<file path="config.mk">
export PLATFORM = sky130hd
export DESIGN_NAME = v_state_arb
export DESIGN_NICKNAME = d
export VERILOG_FILES = /design/src/rtl/v_pkg.sv /design/src/rtl/v_upd_fifo.sv /design/src/rtl/v_state_arb.sv
export SDC_FILE = /design/constraint.sdc
export NUM_CORES = 1
export LEC_CHECK = 0
export CAP_MARGIN = 30
export CORE_ASPECT_RATIO = 0.6
export CORE_MARGIN = 1
export CORE_UTILIZATION = 35
export DETAILED_ROUTE_END_ITERATION = 12
export GPL_ROUTABILITY_DRIVEN = 0
export PLACE_DENSITY = 0.63
export SYNTH_ARGS = -nofsm -noshare
export SYNTH_HDL_FRONTEND = slang
export SYNTH_SLANG_ARGS = --single-unit
</file>
<file path="constraint.sdc">
create_clock -name clk -period 6.1 [get_ports clk]
set_clock_uncertainty 0.1 [all_clocks]
set_input_delay 1.22 -clock clk [delete_from_list [all_inputs] [get_ports clk]]
set_output_delay 1.22 -clock clk [all_outputs]
set_load 0.03 [all_outputs]
</file>
<file path="src/rtl/v_pkg.sv">
// Shared types and default sizing for the state-table access path.
package v_pkg;

    typedef logic [7:0]  id_t;
    typedef logic [3:0]  level_t;
    typedef logic [15:0] key_t;
    typedef logic [31:0] volume_t;

    typedef enum logic [1:0] {
        CMD_ADD = 2'd0,
        CMD_MOD = 2'd1,
        CMD_DEL = 2'd2,
        CMD_CLR = 2'd3
    } cmd_t;

    typedef struct packed {
        id_t     prod_id;
        cmd_t    cmd;
        key_t    key;
        volume_t volume;
    } upd_t;

    localparam int UPD_FIFO_N_DFLT = 4;
    localparam int STARVE_N_DFLT   = 8;

endpackage

</file>
<file path="src/rtl/v_upd_fifo.sv">
// Synchronous FIFO holding buffered updates; head is the registered oldest entry.
module v_upd_fifo #(
    parameter int DEPTH = 4,
    parameter int W     = 8
) (
    input  logic         clk,
    input  logic         rst_n,
    input  logic         push,
    input  logic         pop,
    input  logic [W-1:0] din,
    output logic         full,
    output logic         empty,
    output logic [W-1:0] head
);

    localparam int AW = $clog2(DEPTH);

    logic [W-1:0]  mem [DEPTH];
    logic [AW-1:0] wr_ptr;
    logic [AW-1:0] rd_ptr;
    logic [AW:0]   count;
    logic          do_push;
    logic          do_pop;

    // Full is judged on the registered count, so a pop never makes room in its own cycle.
    assign do_push = push && !full;
    assign do_pop  = pop && !empty;
    assign full    = (count == (AW+1)'(DEPTH));
    assign empty   = (count == '0);
    assign head    = mem[rd_ptr];

    always_ff @(posedge clk or negedge rst_n) begin
        if (!rst_n) begin
            wr_ptr <= '0;
            rd_ptr <= '0;
            count  <= '0;
        end else begin
            if (do_push) wr_ptr <= wr_ptr + 1'b1;
            if (do_pop)  rd_ptr <= rd_ptr + 1'b1;
            case ({do_push, do_pop})
                2'b10:   count <= count + 1'b1;
                2'b01:   count <= count - 1'b1;
                default: count <= count;
            endcase
        end
    end

    always_ff @(posedge clk) begin
        if (do_push) mem[wr_ptr] <= din;
    end

endmodule

</file>
<file path="src/rtl/v_state_arb.sv">
// Arbitrates the state-table read port between queries (default winner) and buffered updates.
module v_state_arb
    import v_pkg::*;
#(
    parameter int UPD_FIFO_N = UPD_FIFO_N_DFLT,
    parameter int STARVE_N   = STARVE_N_DFLT
) (
    input  logic    clk,
    input  logic    rst_n,
    input  logic    i_qry_vld,
    input  id_t     i_qry_prod_id,
    input  level_t  i_qry_level,
    output logic    o_qry_rdy,
    input  logic    i_upd_vld,
    input  id_t     i_upd_prod_id,
    input  cmd_t    i_upd_cmd,
    input  key_t    i_upd_key,
    input  volume_t i_upd_volume,
    output logic    o_upd_rdy,
    output logic    o_lut_vld_r,
    output id_t     o_lut_prod_id_r,
    output level_t  o_lut_level_r,
    output logic    o_upd_vld_r,
    output id_t     o_upd_prod_id_r,
    output cmd_t    o_upd_cmd_r,
    output key_t    o_upd_key_r,
    output volume_t o_upd_volume_r,
    output logic    o_busy
);

    localparam int SW = (STARVE_N > 1) ? $clog2(STARVE_N) : 1;
    localparam logic [SW-1:0] STARVE_MAX = SW'(STARVE_N - 1);

    // Handshakes: a transfer happens on a cycle where vld && rdy; the source keeps
    // vld and payload steady until that cycle. rdy never depends on the same-cycle push.
    upd_t          upd_in;
    upd_t          upd_head;
    logic          fifo_full;
    logic          fifo_empty;
    logic [SW-1:0] starve_cnt;
    logic          upd_forced;
    logic          qry_issue;
    logic          upd_issue;

    assign upd_in = '{prod_id: i_upd_prod_id, cmd: i_upd_cmd, key: i_upd_key, volume: i_upd_volume};

    v_upd_fifo #(
        .DEPTH (UPD_FIFO_N),
        .W     ($bits(upd_t))
    ) u_upd_fifo (
        .clk   (clk),
        .rst_n (rst_n),
        .push  (i_upd_vld),
        .pop   (upd_issue),
        .din   (upd_in),
        .full  (fifo_full),
        .empty (fifo_empty),
        .head  (upd_head)
    );

    assign upd_forced = i_qry_vld && !fifo_empty && (starve_cnt == STARVE_MAX);
    assign qry_issue  = i_qry_vld && !upd_forced;
    assign upd_issue  = !fifo_empty && (!i_qry_vld || upd_forced);
    assign o_qry_rdy  = !upd_forced;
    assign o_upd_rdy  = !fifo_full;
    assign o_busy     = !fifo_empty || o_lut_vld_r || o_upd_vld_r;

    // Counts queries that beat a waiting head; an idle FIFO or any update issue restarts it.
    always_ff @(posedge clk or negedge rst_n) begin
        if (!rst_n) begin
            starve_cnt <= '0;
        end else if (upd_issue || fifo_empty) begin
            starve_cnt <= '0;
        end else if (qry_issue) begin
            starve_cnt <= starve_cnt + 1'b1;
        end
    end

    always_ff @(posedge clk or negedge rst_n) begin
        if (!rst_n) begin
            o_lut_vld_r <= 1'b0;
            o_upd_vld_r <= 1'b0;
        end else begin
            o_lut_vld_r <= qry_issue;
            o_upd_vld_r <= upd_issue;
        end
    end

    always_ff @(posedge clk) begin
        if (qry_issue) begin
            o_lut_prod_id_r <= i_qry_prod_id;
            o_lut_level_r   <= i_qry_level;
        end
        if (upd_issue) begin
            o_upd_prod_id_r <= upd_head.prod_id;
            o_upd_cmd_r     <= upd_head.cmd;
            o_upd_key_r     <= upd_head.key;
            o_upd_volume_r  <= upd_head.volume;
        end
    end

    a_one_issue: assert property (@(posedge clk) disable iff (!rst_n)
        !(o_lut_vld_r && o_upd_vld_r));

endmodule

</file>
== After elaboration in Yosys (flattened, before gate mapping) ==
Memories as Yosys holds them, arrays and structs flattened. A register that Yosys moved wholly into a read port is not among the register bits.
Index checks and enable logic that the tools add are counted.
W data, S select, Z words.

* Memories kept: 1
* ROM bits: 0
* Output and inout bits: 75
* Latch bits: 0
* Word-level logic and storage cells: 40
* Bits in writable memories: 232
* Bits of input ports: 74
* Flip-flop bits (word level): 24

* Multipliers: 0
* Muxes and demuxes: 5
* Div/mod/pow operators: 0
* Magnitude comparators: 0
* Equal/unequal tests: 4
* Shift operators: 0
* Bitwise operators: 0
* $add $sub $neg: 5
* Reductions and logical operators: 17

{| class="wikitable"
|+ Memory list
! name !! words !! width !! rd ports !! clocked after memory_dff !! wr ports !! RTL line !! text
|-
| u_upd_fifo.mem || 4 || 58 || 1 || 1 || 1 || v_upd_fifo.sv:18 || <nowiki>logic [W-1:0] mem [DEPTH];</nowiki>
|}

{| class="wikitable"
|+ Operator list
! kind !! count
|-
| $add A3 B1 Y3 const B || 2
|-
| $eq A3 B3 Y1 const B || 2
|-
| $logic_and A1 B1 Y1 || 6
|-
| $mux W3 || 2
|-
| $pmux W3 S2 || 1
|-
| $add A2 B1 Y2 const B || 2
|-
| $logic_not A1 Y1 || 4
|-
| $logic_or A1 B1 Y1 || 4
|-
| $reduce_bool A2 Y1 || 2
|-
| $logic_not A3 Y1 || 1
|-
| $sub A3 B1 Y3 const B || 1
|-
| $eq A2 B1 Y1 const B || 1
|-
| $eq A2 B2 Y1 const B || 1
|-
| $mux W1 || 2
|}

== Logic depth before layout (Yosys ltp) ==
* Word-level depth: 9
* Mapped depth: 10
* Mapped depth without buffers: 10

== Modules after synthesis ==
Synthesis repeated with hierarchy kept, for this count alone.

* Cell total of the unflattened synthesis: 429
* Area total of the unflattened synthesis: 11,179.5 um^2

{| class="wikitable"
|+ Modules (own cells, without submodules)
! module !! sequential area each (um^2) !! times used !! cells each !! area each (um^2)
|-
| v_upd_fifo || 7,141.8 || 1 || 341 || 8,866.0
|-
| v_state_arb || 2,227.1 || 1 || 88 || 2,313.5
|}

== Worst setup path after synthesis ==
No wires, ideal clock.

* Path type: in2reg
* Start point: input i_qry_vld
* End point: register u_upd_fifo.count[2]
* Data required time: 5,921 ps
* Stages: 8
* Path slack: 701 ps
* Arrival time: 5,220 ps
* Setup time: 79 ps
* Buffers on the path: 0
* Path through: nor2b_1 nor2_1 ha_1 inv_1 fa_1 xor2_1 nor2_1 xor2_1

* Word-level cells in the longest chain between the ends: 7
* Elaborated cells between the ends (all ways): 10
* Classes of those cells: eq/ne (2); mux (1); reduce/logical (7)

{| class="wikitable"
|+ RTL lines
! what !! RTL line !! text
|-
| start: declaration || v_state_arb.sv:10 || <nowiki>input logic i_qry_vld,</nowiki>
|-
| $logic_and A1 B1 Y1 (2 in a row) || v_state_arb.sv:61 || <nowiki>assign upd_forced = i_qry_vld && !fifo_empty && (starve_cnt == STARVE_MAX);</nowiki>
|-
| $logic_or A1 B1 Y1 (*) || v_state_arb.sv:63 || <nowiki>assign upd_issue = !fifo_empty && (!i_qry_vld || upd_forced);</nowiki>
|-
| $logic_and A1 B1 Y1 (*) || v_state_arb.sv:63 ||
|-
| $logic_and A1 B1 Y1 (*) || v_upd_fifo.sv:27 || <nowiki>assign do_pop = pop && !empty;</nowiki>
|-
| named net u_upd_fifo.do_pop || v_upd_fifo.sv:23 || <nowiki>logic do_pop;</nowiki>
|-
| $eq A2 B1 Y1 / $eq A2 B2 Y1 (equally long branches) || v_upd_fifo.sv:40 || <nowiki>case ({do_push, do_pop})</nowiki>
|-
| $pmux W3 S2 / $reduce_bool A2 Y1 (equally long branches) || -- ||
|-
| end signal: assignment || v_upd_fifo.sv:41 || <nowiki>2'b10: count <= count + 1'b1;</nowiki>
|-
| end signal: assignment || v_upd_fifo.sv:42 || <nowiki>2'b01: count <= count - 1'b1;</nowiki>
|-
| end signal: assignment || v_upd_fifo.sv:43 || <nowiki>default: count <= count;</nowiki>
|-
| end: declaration || v_upd_fifo.sv:21 || <nowiki>logic [AW:0] count;</nowiki>
|}

The timed path passes the listed nets; every way through them passes the cells marked *.
A chain may end at the register's enable or synchronous reset.

== Worst setup path in the final report ==
* Start point: input i_qry_vld
* End point: output o_qry_rdy

* Word-level cells in the longest chain between the ends: 3

{| class="wikitable"
|+ RTL lines
! what !! RTL line !! text
|-
| $logic_and A1 B1 Y1 (2 in a row) || v_state_arb.sv:61 ||
|-
| $logic_not A1 Y1 || v_state_arb.sv:64 || <nowiki>assign o_qry_rdy = !upd_forced;</nowiki>
|-
| end: declaration || v_state_arb.sv:13 || <nowiki>output logic o_qry_rdy,</nowiki>
|}

Every way passes these cells.

==> out/results.txt <==
Counting the buffers created by CTS gives 28. The count of hold-fix buffers inserted at cts came out at 0. TritonCTS built the clock tree.

Number of library cell types mapped by synthesis: 22. The multi-input combinational cells in the finished layout cover a total of 1640 sq um. 149 I/O pins were placed. The largest single stage delay on the critical path is 670 ps. After detailed routing, no signal wire sits above met5.

Synthesis produced a netlist whose cell count is 427. At the worst endpoint, the required time is 4780 ps. The critical path is of the in2out type. For the number of DRC violations after detailed routing, the log shows 0.

The vias after detailed routing was 4841. Entering global routing, the biggest net connects 61 pins. Summing every instance area after synthesis gives 11100 sq um.

Setup violations remaining at the end of the flow were counted as 0. The number of storage elements in the synthesis netlist was 314; the number of warnings issued by yosys was 0. Hold violation total from the final report: 0. Compared with the post-synthesis result, the final layout area differs by 26.6%. In this run the static leakage power is 4.57 nW. The H-tree level count is 1, and the number of non-filler instances in the completed layout is 1022.

Including well taps, the total number of placed cells is 972. Share of post-route cells with drive strength above 1: 0.186. For the endpoint arrival time on the critical path, the log shows 2450 ps.

For the first-pass GRT wire length, the log shows 32000 um. The clock input transition at the sequential cells of the worst setup and hold paths was 70 ps. Most frequent cell after synthesis: edfxtp_1. The via count of the first global-routing pass came out at 5291. The height of the die is 140 um. The post-place instance area was 13100 sq um. The logs give 0 for the number of buffers inserted to repair setup after CTS and 2340 ps for the worst slack at placement. The count of nets left with antenna violations once routing finished came out at 0. The routed design has 20900 um of wire. The ratio of final minimum period to clock period came out at 0.619.

Across the VDD grid, the largest voltage drop is 0.218 mV. The area share of the largest cell type after synthesis was 0.820. The detailed-routed wire length on met3 was 1150 um; the overall power after layout was 6.77 mW. The tools report the overall global routing resource usage as 0.133.

The post-synthesis async set-or-reset flop share is 0.0382. From left edge to right edge, the die measures 232 um. The worst relative slew slack came out at 0.370. By area the synthesized netlist is led by edfxtp_1 82%, mux4_2 12%, dfrtp_1 2.7%. Summed over all nets, the half-perimeter wirelength after detailed placement is 11900 um. The transition time at the pin with the least slew margin works out to 944 ps. Of all nets on the critical path, the largest fanout is 4.

The count of TritonRoute iterations in the first routing pass was 4. The run gives 550 ps as the latest clock arrival within the worst-skew pair. The logs give 0.847 for the sequential element share of the synthesized area and 0 for the number of diodes added for antenna fixing. Setup repair after global routing left no endpoint under its margin. For the aggregate global routing overflow, the log shows 0. Initial antenna violation count: 2. The tool flagged a number of max-cap violations equal to 0. Dividing the synthesized area by the synthesized cell count gives 25.9 sq um. The clock passes through at most 3 buffers. The most frequent cell on the critical path is clkdlybuf4s50_1. In this run the tool buffered the top-level ports with 148 buffer cells. The core region is 30500 sq um.

The worst setup path is captured at an output port. In the detailed route, the total length drawn on met2 is 10100 um. The largest total area in the synthesized netlist belongs to edfxtp_1.

The run gives 0.362 as the starting density of the core. The tools report the summed area of non-filler cells in the final layout as 14000 sq um. Least setup slack across all paths after layout: 2330 ps. For the final routed database, the setup TNS stands at 0 ps.

Power spread over the standard cell area amounts to 483 nW/um^2. The filler cell count in the final layout was 2519; the routed length per placed instance was 20.5 um. The initialized floorplan defines 49 standard-cell rows.

For the final standard cell utilization of the core, the log shows 0.459. The die covers 32300 sq um. Traced cell by cell, the critical path runs through clkdlybuf4s50_1 > nand3_1 > clkdlybuf4s50_1.

The area taken by flip-flops and latches came out at 9380 sq um. The detailed router finished its first iteration with 328 violations. The tools report the total nets after synthesis as 509.

Once the clock tree was built, the resizer swapped 0 gates to a different size. The final hold slack was 354 ps. The commonest cells after synthesis are 302 x edfxtp_1, 58 x mux4_2, 12 x dfrtp_1. The number of sinks driven by the clock tree is 314, and the average vias per placed instance is 4.74. The flow ran to the end, and the final reports show no timing, DRC or antenna violations. The element type at the critical path start is an input pin. For this run, the leading register cell type out of synthesis is edfxtp_1.

The maximum operating frequency came out at 0.265 GHz. Yosys mapped a number of flops with a built-in enable equal to 302. The smallest clock period supported by the final layout is computed as 3770 ps. The worst hold-check path type was reg2reg. The slowest stage of the critical path belongs to the cell clkdlybuf4s50_1. The clock root buffer master was clkbuf_16. The tools report the final net count as 678. For this block, wires on met1 add up to 9220 um. For the final number of max-transition violations, the log shows 0.
==> worst max-delay path: cells and delay by family <==
family | cells | cell delay (ps)
buffers and inverters | 2 | 1140
and+or+nand+nor | 1 | 100
==> flip-flops by register name (all words and copies together) (netlist names), 3 cells and up <==
register and cells:
o_lut_level_r 4, o_lut_prod_id_r 8, o_upd_key_r 16, o_upd_prod_id_r 8
o_upd_volume_r 32, starve_cnt 3, u_upd_fifo.count 3, u_upd_fifo.mem 232
==> power breakdown <==
part           switching (mW)  internal [mW]  leakage [nW]  total, mW
logic                   0.889          0.816          1.17       1.70
registers               0.303           3.02          2.95       3.32
clock network           0.748          0.995         0.445       1.74
total                    1.94           4.83          4.57       6.77
==> final timing paths <==
check / from / slack [ps] / to / cells past startpoint
hold / removal: starve_cnt[0] / 350 / starve_cnt[0] / 1
hold reg to reg: starve_cnt[0] / 350 / starve_cnt[0] / 1
setup / recovery: i_qry_vld / 2330 / o_qry_rdy / 3
min in group asynchronous: rst_n / 930 / u_upd_fifo.wr_ptr[0] / 1
setup reg to reg: u_upd_fifo.rd_ptr[0] / 3620 / o_upd_key_r[5] / 2
max in group asynchronous: rst_n / 4540 / u_upd_fifo.rd_ptr[0] / 1
==> cells by family (layout without fill, tap and decap cells) <==
logic type	count (synthesis)	after routing	share of synthesized area
buf+inv	20	207	0.00769
simple gates	18	18	0.00995
compound gates	1	1	0.000679
flops	314	314	0.847
xor+xnor	6	6	0.00475
mux	60	60	0.120
fa+ha+maj	8	8	0.00973
==> layout make-up <==
class / count / share of cell area
multi-input cells: 93 / 0.117
flip-flops and latches: 314 / 0.669
repair buffers: 153 / 0.111
clock inverters: 14 / 0.0113
inverters: 6 / 0.00161
well taps: 408 / 0.0364
clock buffers: 34 / 0.0531
==> layout by cell type, fill, tap and decap left out <==
cell / instances
a21boi_0: 1
and2_4: 1
and3_1: 2
and3_4: 4
buf_16: 2
buf_4: 3
bufinv_16: 3
clkbuf_1: 5
clkbuf_16: 29
clkdlybuf4s50_1: 148
clkinv_1: 2
clkinv_2: 5
clkinv_4: 4
dfrtp_1: 10
dfrtp_4: 2
edfxtp_1: 302
fa_1: 1
ha_1: 7
inv_1: 6
mux2_4: 1
mux2i_1: 1
mux4_2: 58
nand2b_1: 1
nand3_1: 2
nor2_1: 1
nor2_4: 1
nor2b_1: 1
nor3_1: 2
or3_1: 2
or3b_4: 1
xnor2_1: 3
xor2_1: 3
==> routing by layer <==
| layer | vias to the layer above | GRT usage |
|---|---|---|
| li1 | 2127 | - |
| met1 | 2537 | 0.181 |
| met2 | 134 | 0.214 |
| met3 | 39 | 0.0338 |
| met4 | 4 | 0.0303 |
| met5 | - | 0 |
Power figures use the tool's default switching activity.
